==> src/rtl/pipe_skid_stage.sv <==
// Two-entry skid-buffered pipeline stage with registered in_ready.
// Define PIPE_SKID_STAGE_PERF_EN to build the saturating stall/bubble counters.
module pipe_skid_stage #(
   parameter int unsigned DATA_W     = 32,
   parameter logic [DATA_W-1:0] RESET_DATA = {DATA_W{1'b0}},
   parameter int unsigned CNT_W      = 16
) (
   input  logic              clk,
   input  logic              reset,
   input  logic              flush,
   input  logic              in_valid,
   output logic              in_ready,
   input  logic [DATA_W-1:0] in_data,
   output logic              out_valid,
   input  logic              out_ready,
   output logic [DATA_W-1:0] out_data,
   output logic [1:0]        occupancy,
   output logic [CNT_W-1:0]  stall_cnt,
   output logic [CNT_W-1:0]  bubble_cnt
);

   typedef enum logic [1:0] {
      EMPTY = 2'd0,
      ONE   = 2'd1,
      FULL  = 2'd2
   } state_t;

   state_t            state_q, state_d;
   logic [DATA_W-1:0] main_q, main_d;
   logic [DATA_W-1:0] skid_q, skid_d;
   logic              doAccept;
   logic              doRelease;

   // Handshake outputs depend only on registered state, never on out_ready.
   assign in_ready  = (state_q != FULL);
   assign out_valid = (state_q != EMPTY);
   assign out_data  = out_valid ? main_q : RESET_DATA;
   assign occupancy = state_q;

   assign doAccept  = in_valid && in_ready;
   assign doRelease = out_valid && out_ready;

   always_ff @(posedge clk or negedge reset) begin
      if (!reset) begin
         state_q <= EMPTY;
         main_q  <= RESET_DATA;
         skid_q  <= RESET_DATA;
      end else begin
         state_q <= state_d;
         main_q  <= main_d;
         skid_q  <= skid_d;
      end
   end

   always_comb begin
      state_d = state_q;
      main_d  = main_q;
      skid_d  = skid_q;
      unique case (state_q)
         EMPTY: begin
            if (doAccept) begin
               state_d = ONE;
               main_d  = in_data;
            end
         end
         ONE: begin
            if (doAccept && doRelease) begin
               main_d = in_data;
            end else if (doAccept) begin
               state_d = FULL;
               skid_d  = in_data;
            end else if (doRelease) begin
               state_d = EMPTY;
            end
         end
         FULL: begin
            // Skid entry moves up so FIFO order is preserved.
            if (doRelease) begin
               state_d = ONE;
               main_d  = skid_q;
            end
         end
         default: state_d = EMPTY;
      endcase
      if (flush) begin
         state_d = EMPTY;
      end
   end

`ifdef PIPE_SKID_STAGE_PERF_EN
   logic [CNT_W-1:0] stall_q, stall_d;
   logic [CNT_W-1:0] bubble_q, bubble_d;

   // Saturating counters; flush deliberately leaves them untouched.
   always_ff @(posedge clk or negedge reset) begin
      if (!reset) begin
         stall_q  <= '0;
         bubble_q <= '0;
      end else begin
         stall_q  <= stall_d;
         bubble_q <= bubble_d;
      end
   end

   always_comb begin
      stall_d  = stall_q;
      bubble_d = bubble_q;
      if (out_valid && !out_ready && (stall_q != {CNT_W{1'b1}})) begin
         stall_d = stall_q + 1'b1;
      end
      if (!out_valid && out_ready && (bubble_q != {CNT_W{1'b1}})) begin
         bubble_d = bubble_q + 1'b1;
      end
   end

   assign stall_cnt  = stall_q;
   assign bubble_cnt = bubble_q;
`else
   assign stall_cnt  = '0;
   assign bubble_cnt = '0;
`endif

endmodule

==> config.mk <==
export PLATFORM = sky130hd
export DESIGN_NAME = pipe_skid_stage
export DESIGN_NICKNAME = d
export VERILOG_FILES = /design/src/rtl/pipe_skid_stage.sv
export SDC_FILE = /design/constraint.sdc
export NUM_CORES = 1
export LEC_CHECK = 0
export BUFFER_PORTS_ARGS = -buffer_cell sky130_fd_sc_hd__buf_4
export CORE_MARGIN = 2
export CORE_UTILIZATION = 52
export DETAILED_ROUTE_END_ITERATION = 16
export GPL_ROUTABILITY_DRIVEN = 0
export HOLD_SLACK_MARGIN = 0.15
export PLACE_DENSITY = 0.8
export SLEW_MARGIN = 20
export SYNTH_ARGS = -nofsm -noshare
export SYNTH_HDL_FRONTEND = slang
export SYNTH_SLANG_ARGS = --single-unit
==> constraint.sdc <==
create_clock -name clk -period 2.05 [get_ports clk]
set_input_delay 0.41 -clock clk [delete_from_list [all_inputs] [get_ports clk]]
set_output_delay 0.41 -clock clk [all_outputs]
set_load 0.01 [all_outputs]
# After elaboration in Yosys (flattened, before gate mapping)
# Index checks and enable logic that the tools add are counted.
# op_classes
bitwise_logic	1
n_eq_ne	10
n_reduce_logical	9
muxes	12
# op_table
operator	count
2-to-1 mux 32 bit	4
one-hot mux 32 bit (3 select lines)	1
2-to-1 mux 2 bit	6
!= test 3 bit (second input constant)	3
!= test 2 bit (second input constant)	4
AND reduction 4 bit	2
one-hot mux 2 bit (3 select lines)	1
!= test 4 bit (second input constant)	1
logical AND 1 bit	3
AND reduction 3 bit	1
nonzero test 3 bit	1
== test 2 x 1 -> 1 bit (second input constant)	1
== test 2 bit (second input constant)	1
zero test 2 bit	1
nonzero test 2 bit	1
inverter 1 bit	1
# word_totals
input_bits	37
out_inout_bits	68
word_cells	35
reg_bits	66

# Longest topological paths before layout
# logic_depth
word_depth	7
depth_mapped	5
depth_no_buf	3

# Least setup slack after synthesis
# No wires, ideal clock.
# synth_timing
path_type	register to register
from	reg state_q[1], in the netlist occupancy[1]
to	reg main_q[2]
arrival_ns	1.444
required_ns	1.925
stages_incl_launch_ff	6
setup_slack_ns	0.481
synth_period_minus_slack_ns	1.569
path_cell_list	dfrtp_1 -> nor2b_1 -> buf_6 -> buf_6 -> mux2_4 -> mux2_4
# synth_between
elab_chain_len	5
elab_cells_between_ends	14
classes_between	eq/ne: 6; mux: 1; reduce/logical: 7
# synth_lines
item	line_no	text
from (decl)	28	state_t state_q, state_d;
from (signal assigned)	49	state_q <= state_d;
!= test 2 bit or nonzero test 2 bit (tied branches)	35, 36	
logical AND 1 bit, on equally long branches	40, 41	
logical AND 1 bit	67	if (doAccept && doRelease) begin
!= test 2 bit (no source line)	-	
AND reduction 4 bit (no source line)	-	
to (signal assigned)	50	main_q <= main_d;
to (decl)	29	logic [DATA_W-1:0] main_q, main_d;
# Parallel ways exist; a longest one is shown, timed or not.
# A chain may end at the register's enable or synchronous reset.

# Final worst setup path
# layout_timing
from	reg state_q[0], in the netlist occupancy[0]
to	out out_data[24]
# layout_between
elab_chain_len	2
# layout_lines
item	line_no	text
nonzero test 2 bit	36	assign out_valid = (state_q != EMPTY);
2-to-1 mux 32 bit	37	assign out_data = out_valid ? main_q : RESET_DATA;
to (decl)	16	output logic [DATA_W-1:0] out_data,
# Every way passes these cells.

==> flow_summary.yaml <==
cts:
  clock_tree.buffer_depth: 2
  ctsRootBufferMaster: "clkbuf_8"
  clk_sinks: 66
  tritoncts.num_buffers: 9
  post_cts.repair.setup_buffers: 0
  cts-htree-levels: 3
  cts.reportedPaths.clkPinSlew_ns: 0.06
  clkLatencyLatePin_ns: 0.33
  cts_tree: "yes"
setup_path:
  worstSetupStartpointType: "register"
  worst_setup_path_end_kind: "output port"
  critical_path_required_ns: 1.64
  reg2reg_from: "occupancy[1]"
  timing_worst_setup_path_type: "register to output port"
  crit_path_start: "occupancy[0]"
  crit_path_max_fanout: 33
  crit_arrival_ns: 1.46
sta:
  setup_repair_after_global_routing_missed_its_margin: "no"
  timing.final.crit_share_pct: 91.3
  fin_crit_ns: 1.87
  upper_clock_frequency_limit_ghz: 0.534
  final_max_slew_viol_count: 0
  clock_skew_ns: 0.00491
  setup_violations: 0
  fin_tns_setup_ns: 0
  holdWs_ns: 0.231
  hold_viol: 0
power:
  irDropWorstVdd_mv: 0.511
  clkPwrFrac_pct: 27.9
  power_frac_comb_pct: 21.7
  cell_internal_pwr_mw: 2.53
  p_leak_nw: 2.04
  switching_power_mw: 0.857
  seqPwrFrac_pct: 50.4
  p_sw_share_pct: 25.3
  power_density_mw_per_mm2: 796
  p_total_mw: 3.38
floorplan:
  die_w_um: 86.6
  design.die.area_sq_mm: 0.00750
  io_pins: 105
  initial_utilization_pct: 53.1
  die_height_um: 86.6
  std_cell_rows: 30
  floorplan.core_area_sq_mm: 0.00668
finish:
  antenna-diode-count: 0
  finish.net_count: 367
  fin_cells: 414
  finish.instance_area_sq_mm: 0.00425
  flow.area_growth_from_synthesis_pct: 19.8
  fill_cells: 525
  layout.cells.most_common: "buf_4"
  regArea_sq_mm: 0.00165
  most-common-layout-cells: "73 x buf_4, 66 x dfrtp_1, 48 x mux2_4"
  post_route_cells_drive_above_1_share_pct: 54.8
  multi_input_area_sq_mm: 0.00167
synthesis:
  mappedNetlistArea_sq_mm: 0.00355
  post_synth_num_cell_types: 20
  syn-mean-instance-area_sq_um: 13.9
  biggest_area_consumer_among_synthesized_cells: "dfrtp_1"
  seq_area_frac_synth_pct: 46.6
  yosys-top-cells-area: "dfrtp_1 47%, mux2_4 20%, mux2_2 12%"
  postSynthRegisterBits: 66
  synth_largest_type_area_fraction_pct: 46.6
  synth_warnings: 0
  syn-instance-count: 255
placed_design:
  place.detailed.hpwl_um: 4210
  dp.cells: 398
  placement.io_buffers: 72
  placement.cell_area_sq_mm: 0.00407
global_routing:
  grt-busiest-layer: "met2"
  grt_use_total_pct: 17.6
  grt_first_pass_wirelength_um: 10100
  groute.layer.met1.usage_pct: 22.3
  gr_layer_usage_met3_pct: 4.10
  grt_remaining_overflow: 0
  global_route.usage.met2_pct: 28.4
  grt_antenna_before_repair: 0
  grt_pass1_vias: 2106
  grt_max_degree: 37
route:
  drt_pass_1_iters: 4
  totalWireLength_um: 6100
  detail-route-antenna-nets: 0
  vias: 2050
  avgViaCountPerCell: 4.95
  drt-wirelength-per-cell_um: 14.7
  drtIter0Drc: 99
  drc_errors: 0
hold_path:
  min_from: "flush"
  timing.hold.worst.class: "primary input to register"
outcome:
  status: "completed"
flow_run:
  maxCapViolCount: 0
power by group through the flow:
stage               combinational [mW]  clock, mW  sequential [mW]
floorplan                        0.557          0             1.68
global placement                 0.715          0             1.71
CTS                              0.743      0.978             1.71
finish                           0.734      0.943             1.71
global route                     0.801       1.03             1.74
detailed placement               0.741          0             1.73
cells in the mapped netlist:
| cell | n |
|---|---|
| dfrtp_1 | 66 |
| nor2_1 | 1 |
| mux2_4 | 48 |
| buf_4 | 37 |
| inv_1 | 2 |
| nand2b_1 | 1 |
| or3_1 | 1 |
| conb_1 | 1 |
| nor2b_1 | 35 |
| nand3b_1 | 1 |
| mux2_2 | 39 |
| a21oi_1 | 1 |
| buf_2 | 1 |
| clkbuf_1 | 3 |
| a21bo_2 | 1 |
| buf_6 | 5 |
| a31oi_1 | 1 |
| nand2_1 | 1 |
| mux2_1 | 9 |
| nor3_1 | 1 |
state kept, by name, indices dropped and copies added (netlist names):
signal / cells
main_q: 32
occupancy: 2
skid_q: 32
metrics by stage:
step | setup WS (ns) | util [%]
after floorplan | 0.481 | -
after global placement | 0.327 | 60.9
after detailed placement | 0.275 | 60.9
after CTS | 0.0477 | 63.6
after global routing | 0.0571 | 63.6
final | 0.178 | 63.6
what timing repair did:
action / CTS / global route
resized for setup: 0 / 1
endpoints found under the hold margin: 30 / 0
hold buffers: 1 / 0
endpoints found under the setup margin: 0 / 13
critical path, cell delays in order (launching register included):
cell and delay [ns]:
dfrtp_1 0.47, nor2_2 0.14, buf_6 0.26, nor2b_1 0.11, buf_4 0.15
per-layer routing:
| metal | wire length, um | up-vias | part of all wire (%) |
|---|---|---|---|
| met1 | 2550 | 1022 | 42 |
| li1 | - | 947 | - |
| met3 | 304 | 13 | 5.0 |
| met5 | 0 | - | 0 |
| met2 | 3070 | 68 | 50 |
| met4 | 166 | 0 | 2.7 |
final timing paths:
path / to / slack (ns) / depth (start not counted)
max: out_data[24] / 0.18 / 4
min: occupancy[0] / 0.23 / 2
max reg2reg: skid_q[0] / 0.34 / 4
min reg2reg: skid_q[3] / 0.49 / 1
max in group asynchronous: main_q[16] / 0.96 / 3
min in group asynchronous: main_q[11] / 0.55 / 2
cells by family after synthesis:
logic type / share of synthesized area (%)
flip-flops: 46.6
multiplexers: 35.6
AND/OR/NAND/NOR: 7.09
other: 0.106
buffers and inverters: 10.1
AO/OA/AOI/OAI: 0.600
area by class of cell:
type | instances | area share [%]
Clock buffer | 12 | 3.65
Clock inverter | 3 | 0.353
Inverter | 2 | 0.177
Multi-Input combinational cell | 172 | 39.3
Sequential cell | 66 | 38.9
Tap cell | 80 | 2.36
Timing Repair Buffer | 79 | 15.3
Power figures use the tool's default switching activity.
